==> config.mk <==
export PLATFORM = sky130hd
export DESIGN_NAME = dec_scan_n_flat
export DESIGN_NICKNAME = d
export VERILOG_FILES = /design/src/rtl/dec_scan_n_if.sv /design/src/rtl/dec_scan_n.sv /design/src/flat_wrapper.sv
export SDC_FILE = /design/constraint.sdc
export NUM_CORES = 1
export LEC_CHECK = 0
export BUFFER_PORTS_ARGS = -buffer_cell sky130_fd_sc_hd__buf_2
export CORE_ASPECT_RATIO = 0.8
export CORE_MARGIN = 8
export CORE_UTILIZATION = 35
export CTS_CLUSTER_DIAMETER = 40
export DETAILED_ROUTE_END_ITERATION = 12
export GPL_TIMING_DRIVEN = 0
export PLACE_DENSITY = 0.59
export SLEW_MARGIN = 10
export SYNTH_ARGS = -nofsm -noshare
export SYNTH_HDL_FRONTEND = slang
export SYNTH_SLANG_ARGS = --single-unit
==> constraint.sdc <==
create_clock -name clk -period 1.76 [get_ports clk]
set_clock_uncertainty 0.2 [all_clocks]
set_input_delay 0.528 -clock clk [delete_from_list [all_inputs] [get_ports clk]]
set_output_delay 0.528 -clock clk [all_outputs]
set_load 0.01 [all_outputs]
==> src/rtl/dec_scan_n_if.sv <==
// Bus between the control logic and dec_scan_n: control inputs toward the
// decoder, registered one-hot strobe, current index and wrap pulse back.
interface dec_scan_n_if #(
    parameter int N = 3
);
    logic              en;
    logic              mode;
    logic              load;
    logic [N-1:0]      a;
    logic [(1<<N)-1:0] d;
    logic [N-1:0]      idx;
    logic              wrap;

    // Controller side: drives the controls, observes the strobes.
    modport master (
        output en, mode, load, a,
        input  d, idx, wrap
    );

    // Decoder side.
    modport slave (
        input  en, mode, load, a,
        output d, idx, wrap
    );
endinterface

==> src/rtl/dec_scan_n.sv <==
// Registered N-to-2^N one-hot decoder with a loadable index and an auto-scan
// sequencer that advances the active output every DWELL enabled cycles.
// All outputs come straight from flops; nothing is combinational from inputs.
module dec_scan_n #(
    parameter int N     = 3,
    parameter int DWELL = 4
) (
    input  logic         clk,
    input  logic         rst_n,
    dec_scan_n_if.slave  bus
);
    localparam int W  = 1 << N;
    localparam int CW = (DWELL > 1) ? $clog2(DWELL) : 1;

    localparam logic [CW-1:0] CNT_LAST = CW'(DWELL - 1);
    localparam logic [N-1:0]  IDX_LAST = {N{1'b1}};
    localparam logic [W-1:0]  ONE_HOT0 = W'(1);

    logic [N-1:0]  idx_q,  idx_d;
    logic [CW-1:0] cnt_q,  cnt_d;
    logic          act_q,  act_d;
    logic [W-1:0]  d_q,    d_d;
    logic          wrap_q, wrap_d;

    // Next-state: en gates everything, load beats a scan step, scan advances
    // the index once the dwell counter reaches its last value.
    always_comb begin
        // NOTE: every output of this block gets a default first so no path can leave it unassigned and infer a latch.
        idx_d  = idx_q;
        cnt_d  = cnt_q;
        act_d  = 1'b0;
        wrap_d = 1'b0;
        d_d    = '0;
        if (bus.en) begin
            act_d = 1'b1;
            if (bus.load) begin
                idx_d = bus.a;
                cnt_d = '0;
            end else if (bus.mode) begin
                if (cnt_q == CNT_LAST) begin
                    cnt_d  = '0;
                    idx_d  = idx_q + N'(1);
                    wrap_d = (idx_q == IDX_LAST);
                end else begin
                    cnt_d = cnt_q + CW'(1);
                end
            end
            // d always reflects the index that is being registered this edge.
            d_d = ONE_HOT0 << idx_d;
        end
    end

    // State registers with synchronous active-low reset.
    always_ff @(posedge clk) begin
        // NOTE: sequential state uses non-blocking assignments so every flop samples pre-edge values.
        if (!rst_n) begin
            idx_q  <= '0;
            cnt_q  <= '0;
            act_q  <= 1'b0;
            d_q    <= '0;
            wrap_q <= 1'b0;
        end else begin
            idx_q  <= idx_d;
            cnt_q  <= cnt_d;
            act_q  <= act_d;
            d_q    <= d_d;
            wrap_q <= wrap_d;
        end
    end

    assign bus.d    = d_q;
    assign bus.idx  = idx_q;
    assign bus.wrap = wrap_q;

    // act_q is kept as architectural state; d_q already encodes it.
    logic unused_act;
    assign unused_act = act_q;
endmodule

==> src/flat_wrapper.sv <==
// flat-port wrapper written by rule: the top's interface ports become plain ports
module dec_scan_n_flat 
#(
    parameter int N     = 3,
    parameter int DWELL = 4
)
  (clk, rst_n, bus_en, bus_mode, bus_load, bus_a, bus_d, bus_idx, bus_wrap);
  dec_scan_n_if #(.N(N)) bus_i ();
  input  logic clk;
  input  logic rst_n;
  input wire logic [$bits(bus_i.en)-1:0] bus_en;
  input wire logic [$bits(bus_i.mode)-1:0] bus_mode;
  input wire logic [$bits(bus_i.load)-1:0] bus_load;
  input wire logic [$bits(bus_i.a)-1:0] bus_a;
  output wire logic [$bits(bus_i.d)-1:0] bus_d;
  output wire logic [$bits(bus_i.idx)-1:0] bus_idx;
  output wire logic [$bits(bus_i.wrap)-1:0] bus_wrap;
  assign bus_i.en = bus_en;
  assign bus_i.mode = bus_mode;
  assign bus_i.load = bus_load;
  assign bus_i.a = bus_a;
  assign bus_d = bus_i.d;
  assign bus_idx = bus_i.idx;
  assign bus_wrap = bus_i.wrap;
  dec_scan_n #(.N(N), .DWELL(DWELL)) u_core (.clk(clk), .rst_n(rst_n), .bus(bus_i));
endmodule
* After elaboration in Yosys (flattened, before gate mapping)
Index checks and enable logic that the tools add are counted.
** Operators by class
- Add/sub/neg operators :: 2
- Equal/unequal tests :: 2
- Shift-type cells :: 1
- Mux-type cells :: 7
- Bitwise operators :: 4
- Reductions and logical operators :: 4
** Operator list (count)
- 3-bit 2-to-1 mux :: 4
- 1-bit by 3-bit left shift with 8-bit output (first input constant) :: 1
- 2-bit 2-to-1 mux :: 3
- 5-bit OR reduction :: 1
- 1-bit inverter :: 4
- 2-bit AND reduction :: 2
- 3-bit by 1-bit adder with 3-bit output (second input constant) :: 1
- 3-bit == test (second input constant) :: 1
- 2-bit by 1-bit adder with 2-bit output (second input constant) :: 1
- 2-bit == test (second input constant) :: 1
- 2-bit nonzero test :: 1
** Storage, ports and cells
- Register bits after elaboration :: 14
- Input bits :: 8
- Output and inout port bits :: 12

* Longest topological paths before layout
- Depth in word-level cells :: 6
- Depth in mapped cells :: 5
- Depth with buffers taken out :: 5

* Worst setup path after synthesis
Ideal clock, no wire load.
- Kind :: register to register
- Start point :: register u_core.idx_q[0], in the netlist u_core.bus.idx[0]
- End point :: register u_core.idx_q[2], in the netlist u_core.bus.idx[2]
- Library setup time :: 0.133 ns
- Arrival :: 1.404 ns
- Required time :: 1.427 ns
- Slack :: 0.023 ns
- Cell stages (with the launch flop) :: 6
- Buffers on the path :: 0
- Cells stage by stage :: dfxtp_1 > ha_1 > ha_1 > and3_1 > o311ai_2 > nand2_1
** Between the ends
- Cells in the longest elaborated chain, start to end :: 5
** RTL lines
- from (decl) :: RTL line dec_scan_n.sv:19 : logic [N-1:0] idx_q, idx_d;
- from (signal assigned) :: RTL line dec_scan_n.sv:63 : idx_q <= idx_d;
- 3-bit by 1-bit adder with 3-bit output :: RTL line dec_scan_n.sv:42 : idx_d = idx_q + N'(1);
- 3-bit 2-to-1 mux :: RTL line dec_scan_n.sv:40 : if (cnt_q == CNT_LAST) begin
- 3-bit 2-to-1 mux :: RTL line dec_scan_n.sv:39 : end else if (bus.mode) begin
- 3-bit 2-to-1 mux :: RTL line dec_scan_n.sv:36 : if (bus.load) begin
- 3-bit 2-to-1 mux :: RTL line dec_scan_n.sv:34 : if (bus.en) begin
Every way passes these cells. The select of a mux whose other input is x is not followed.
A chain may end at the register's enable or synchronous reset.

* Worst setup path after layout
- Start point :: register u_core.idx_q[0], in the netlist u_core.bus.idx[0]
- End point :: register u_core.d_q[6], in the netlist u_core.bus.d[6]
** Between the ends
- Cells in the longest elaborated chain, start to end :: 6
** RTL lines
- 3-bit by 1-bit adder with 3-bit output :: RTL line dec_scan_n.sv:42
- 3-bit 2-to-1 mux :: RTL line dec_scan_n.sv:40
- 3-bit 2-to-1 mux (*) :: RTL line dec_scan_n.sv:39
- 3-bit 2-to-1 mux (*) :: RTL line dec_scan_n.sv:36
- 3-bit 2-to-1 mux (*) :: RTL line dec_scan_n.sv:34
- 1-bit by 3-bit left shift with 8-bit output (*) :: RTL line dec_scan_n.sv:49 : d_d = ONE_HOT0 << idx_d;
- to (signal assigned) :: RTL line dec_scan_n.sv:60 : d_q <= '0;
- to (signal assigned) :: RTL line dec_scan_n.sv:66 : d_q <= d_d;
- to (decl) :: RTL line dec_scan_n.sv:22 : logic [W-1:0] d_q, d_d;
Mark *: on every way between the ends. The rest lies on a longest branch, timed or not. The select of a mux whose other input is x is not followed.

==> summary.md <==
| Metric | Value |
|---|---|
| Status | finished clean |
| Drt initial violations | 10 |
| Cell variety after synth | 26 |
| Final setup margin | 0.0928 ns |
| Max-Cap Viols | 0 |
| Area Growth Syn to Fin | 34.5% |
| P_leak | 0.365 nW |
| Antenna Nets Post-Route | 0 |
| Vias in the first global route | 529 |
| Required time of the critical path | 1.71 ns |
| Part of the cycle the worst path needs | 94.7% |
| Initial Utilization | 35.8% |
| Register area share after synthesis | 43.0% |
| DR WL/cell | 12.9 µm |
| Most frequent cells in the layout | buf_2, dfxtp_1, nor3_1 |
| Finish-stage setup viols | 0 |
| CTS H-tree depth | 1 |
| Critical Setup Path Class | reg -> reg |
| Pre-Repair DR Iteration Count | 4 |
| Global Route Usage Sum | 8.36% |
| Met3 Routed Length | 125 µm |
| Clk Latency, worst-skew pair | 0.28 ns |
| Syn Inst Count | 64 |
| Vias per inst | 5.09 |
| Pre-CTS WS | -0.138 ns |
| Most common cell after layout, fill and taps aside | buf_2 |
| Input/output buffers | 19 |
| Routed length on met2 | 606 µm |
| Die width | 64.3 µm |
| Worst-Margin Slew | 0.396 ns |
| # IOs | 20 |
| Largest net degree at the start of global routing | 11 |
| Placed cell areas | 777 µm² |
| TritonCTS clock tree | built |
| CTS Sinks | 14 |
| CTS hold repair buffers | 0 |
| Initial antenna violation count | 0 |
| CP Capture Type | register |
| # diodes | 0 |
| Yosys reg bits | 14 |
| Max transition margin | 73.6% |
| Util after Layout | 48.1% |
| Final hold viol count | 0 |
| Total gr overflow | 0 |
| Number of buffers created by CTS | 3 |
| Worst-path clk slew | 0.08 ns |
| Share of cells above drive strength 1 | 40.9% |
| DP Wirelength | 1.13 mm |
| Hold WC Path Type | reg -> reg |
| Die ar. | 3510 µm² |
| Worst vdd ir | 440 µV |
| Startpoint Class | register |
| CTS Buffer Depth | 2 |
| RSZ-0062 raised after global routing | false |
| Core area | 1820 µm² |
| Synth warn | 0 |
| Fmax | 600 MHz |
| Number of core rows | 14 |
| DRT Wirelength | 1.45 mm |
| Met1 Wirelength | 707 µm |
| DR top layer | met4 |
| Post-route cell area | 877 µm² |
| First-pass GRT wire length | 2.34 mm |
| Synth Net Count | 76 |
| # nets final | 101 |
| PD cells | 741 nW/µm² |
| Final Slew Violations | 0 |
| RePlAce Congestion | 0.796 |
| DRC violations left | 0 |
| Clock root buffer | clkbuf_4 |
| Die Span Y | 54.6 µm |
| Mapped cell area | 652 µm² |
| Worst Path Arrival | 1.62 ns |
| CP max FO | 5 |
| Fin crit period | 1.67 ns |
| DR vias | 570 |
| Syn avg cell area | 10.2 µm² |
[Yosys cell counts]
cell        n  area [µm²]
a221o_1     1        10.0
o31ai_2     1        12.5
o2111ai_1   1        8.76
a32oi_1     1        8.76
and2_1      2        12.5
o21ai_1     3        15.0
dfxtp_1    14         280
o311ai_2    1        16.3
nor4bb_1    1        10.0
buf_6       1        11.3
o31a_1      1        8.76
a21oi_1     1        5.00
nor3_1      8        40.0
ha_1        4        50.1
nand2b_1    3        18.8
a21boi_1    2        15.0
nor4bb_2    1        16.3
nand2_1     4        15.0
nand3_1     1        5.00
nor2_1      1        3.75
nand3b_1    3        22.5
a221oi_2    1        15.0
nor2b_1     4        25.0
buf_2       1        5.00
nand4b_1    1        8.76
and3_1      2        12.5
[registers in the layout, summed over array words and instances, names as in the netlist]
signal,flops
u_core.bus.d,8
u_core.bus.idx,3
u_core.bus.wrap,1
u_core.cnt_q,2
[critical path, stage by stage, from the launching register on]
cell and delay, ns:
dfxtp_4 0.36, ha_4 0.16, ha_4 0.23, and3_4 0.17, o311ai_4 0.32, nor3_1 0.10
[final timing paths]
path | from | end | slack (ns) | depth (start not counted)
setup / recovery | u_core.bus.idx[0] | u_core.bus.d[6] | 0.09 | 5
hold / removal | u_core.bus.idx[1] | u_core.bus.idx[1] | 0.32 | 2
setup reg to reg | u_core.bus.idx[0] | u_core.bus.d[6] | 0.09 | 5
hold reg to reg | u_core.bus.idx[1] | u_core.bus.idx[1] | 0.32 | 2
[cell type report]
class	count	area, µm²
Buffer	2	16.3
Clock buffer	4	36.3
Fill cell	178	945
Multi-Input combinational cell	48	407
Sequential cell	14	285
Tap cell	24	30.0
Timing Repair Buffer	20	103
[logic make-up after synthesis]
| group | synth area share, % |
|---|---|
| simple gates | 29.2 |
| flops | 43.0 |
| compound gates | 17.7 |
| fa+ha+maj | 7.68 |
| buf+inv | 2.49 |
[report_power, final]
group,internal [mW],switching (mW)
Combinational,0.0418,0.0504
Clock,0.126,0.0986
Sequential,0.326,0.00801
[routing by layer]
| layer | vias up | global-route usage (%) |
|---|---|---|
| met5 | - | 0 |
| met4 | 0 | 2.17 |
| met3 | 2 | 3.89 |
| met2 | 20 | 13.3 |
| met1 | 257 | 10.1 |
| li1 | 291 | - |
[metrics by stage]
stage	cells	hold slack [ns]	setup TNS [ns]	power (mW)
2_1_floorplan	64	0.306	0	0.391
3_3_place_gp	107	0.315	-0.703	0.422
3_5_place_dp	107	0.316	-0.909	0.423
4_1_cts	112	0.325	0	0.654
5_1_grt	112	0.353	0	0.683
6_report	112	0.318	0	0.650
[what timing repair did]
item / in CTS / in global routing
endpoints found under the hold margin: 0 / 0
setup endpoints to repair: 5 / 4
setup buffers: 1 / 0
pin swaps: 4 / 1
resized for setup: 8 / 2
Note: power is estimated with default switching activity, not from simulation.
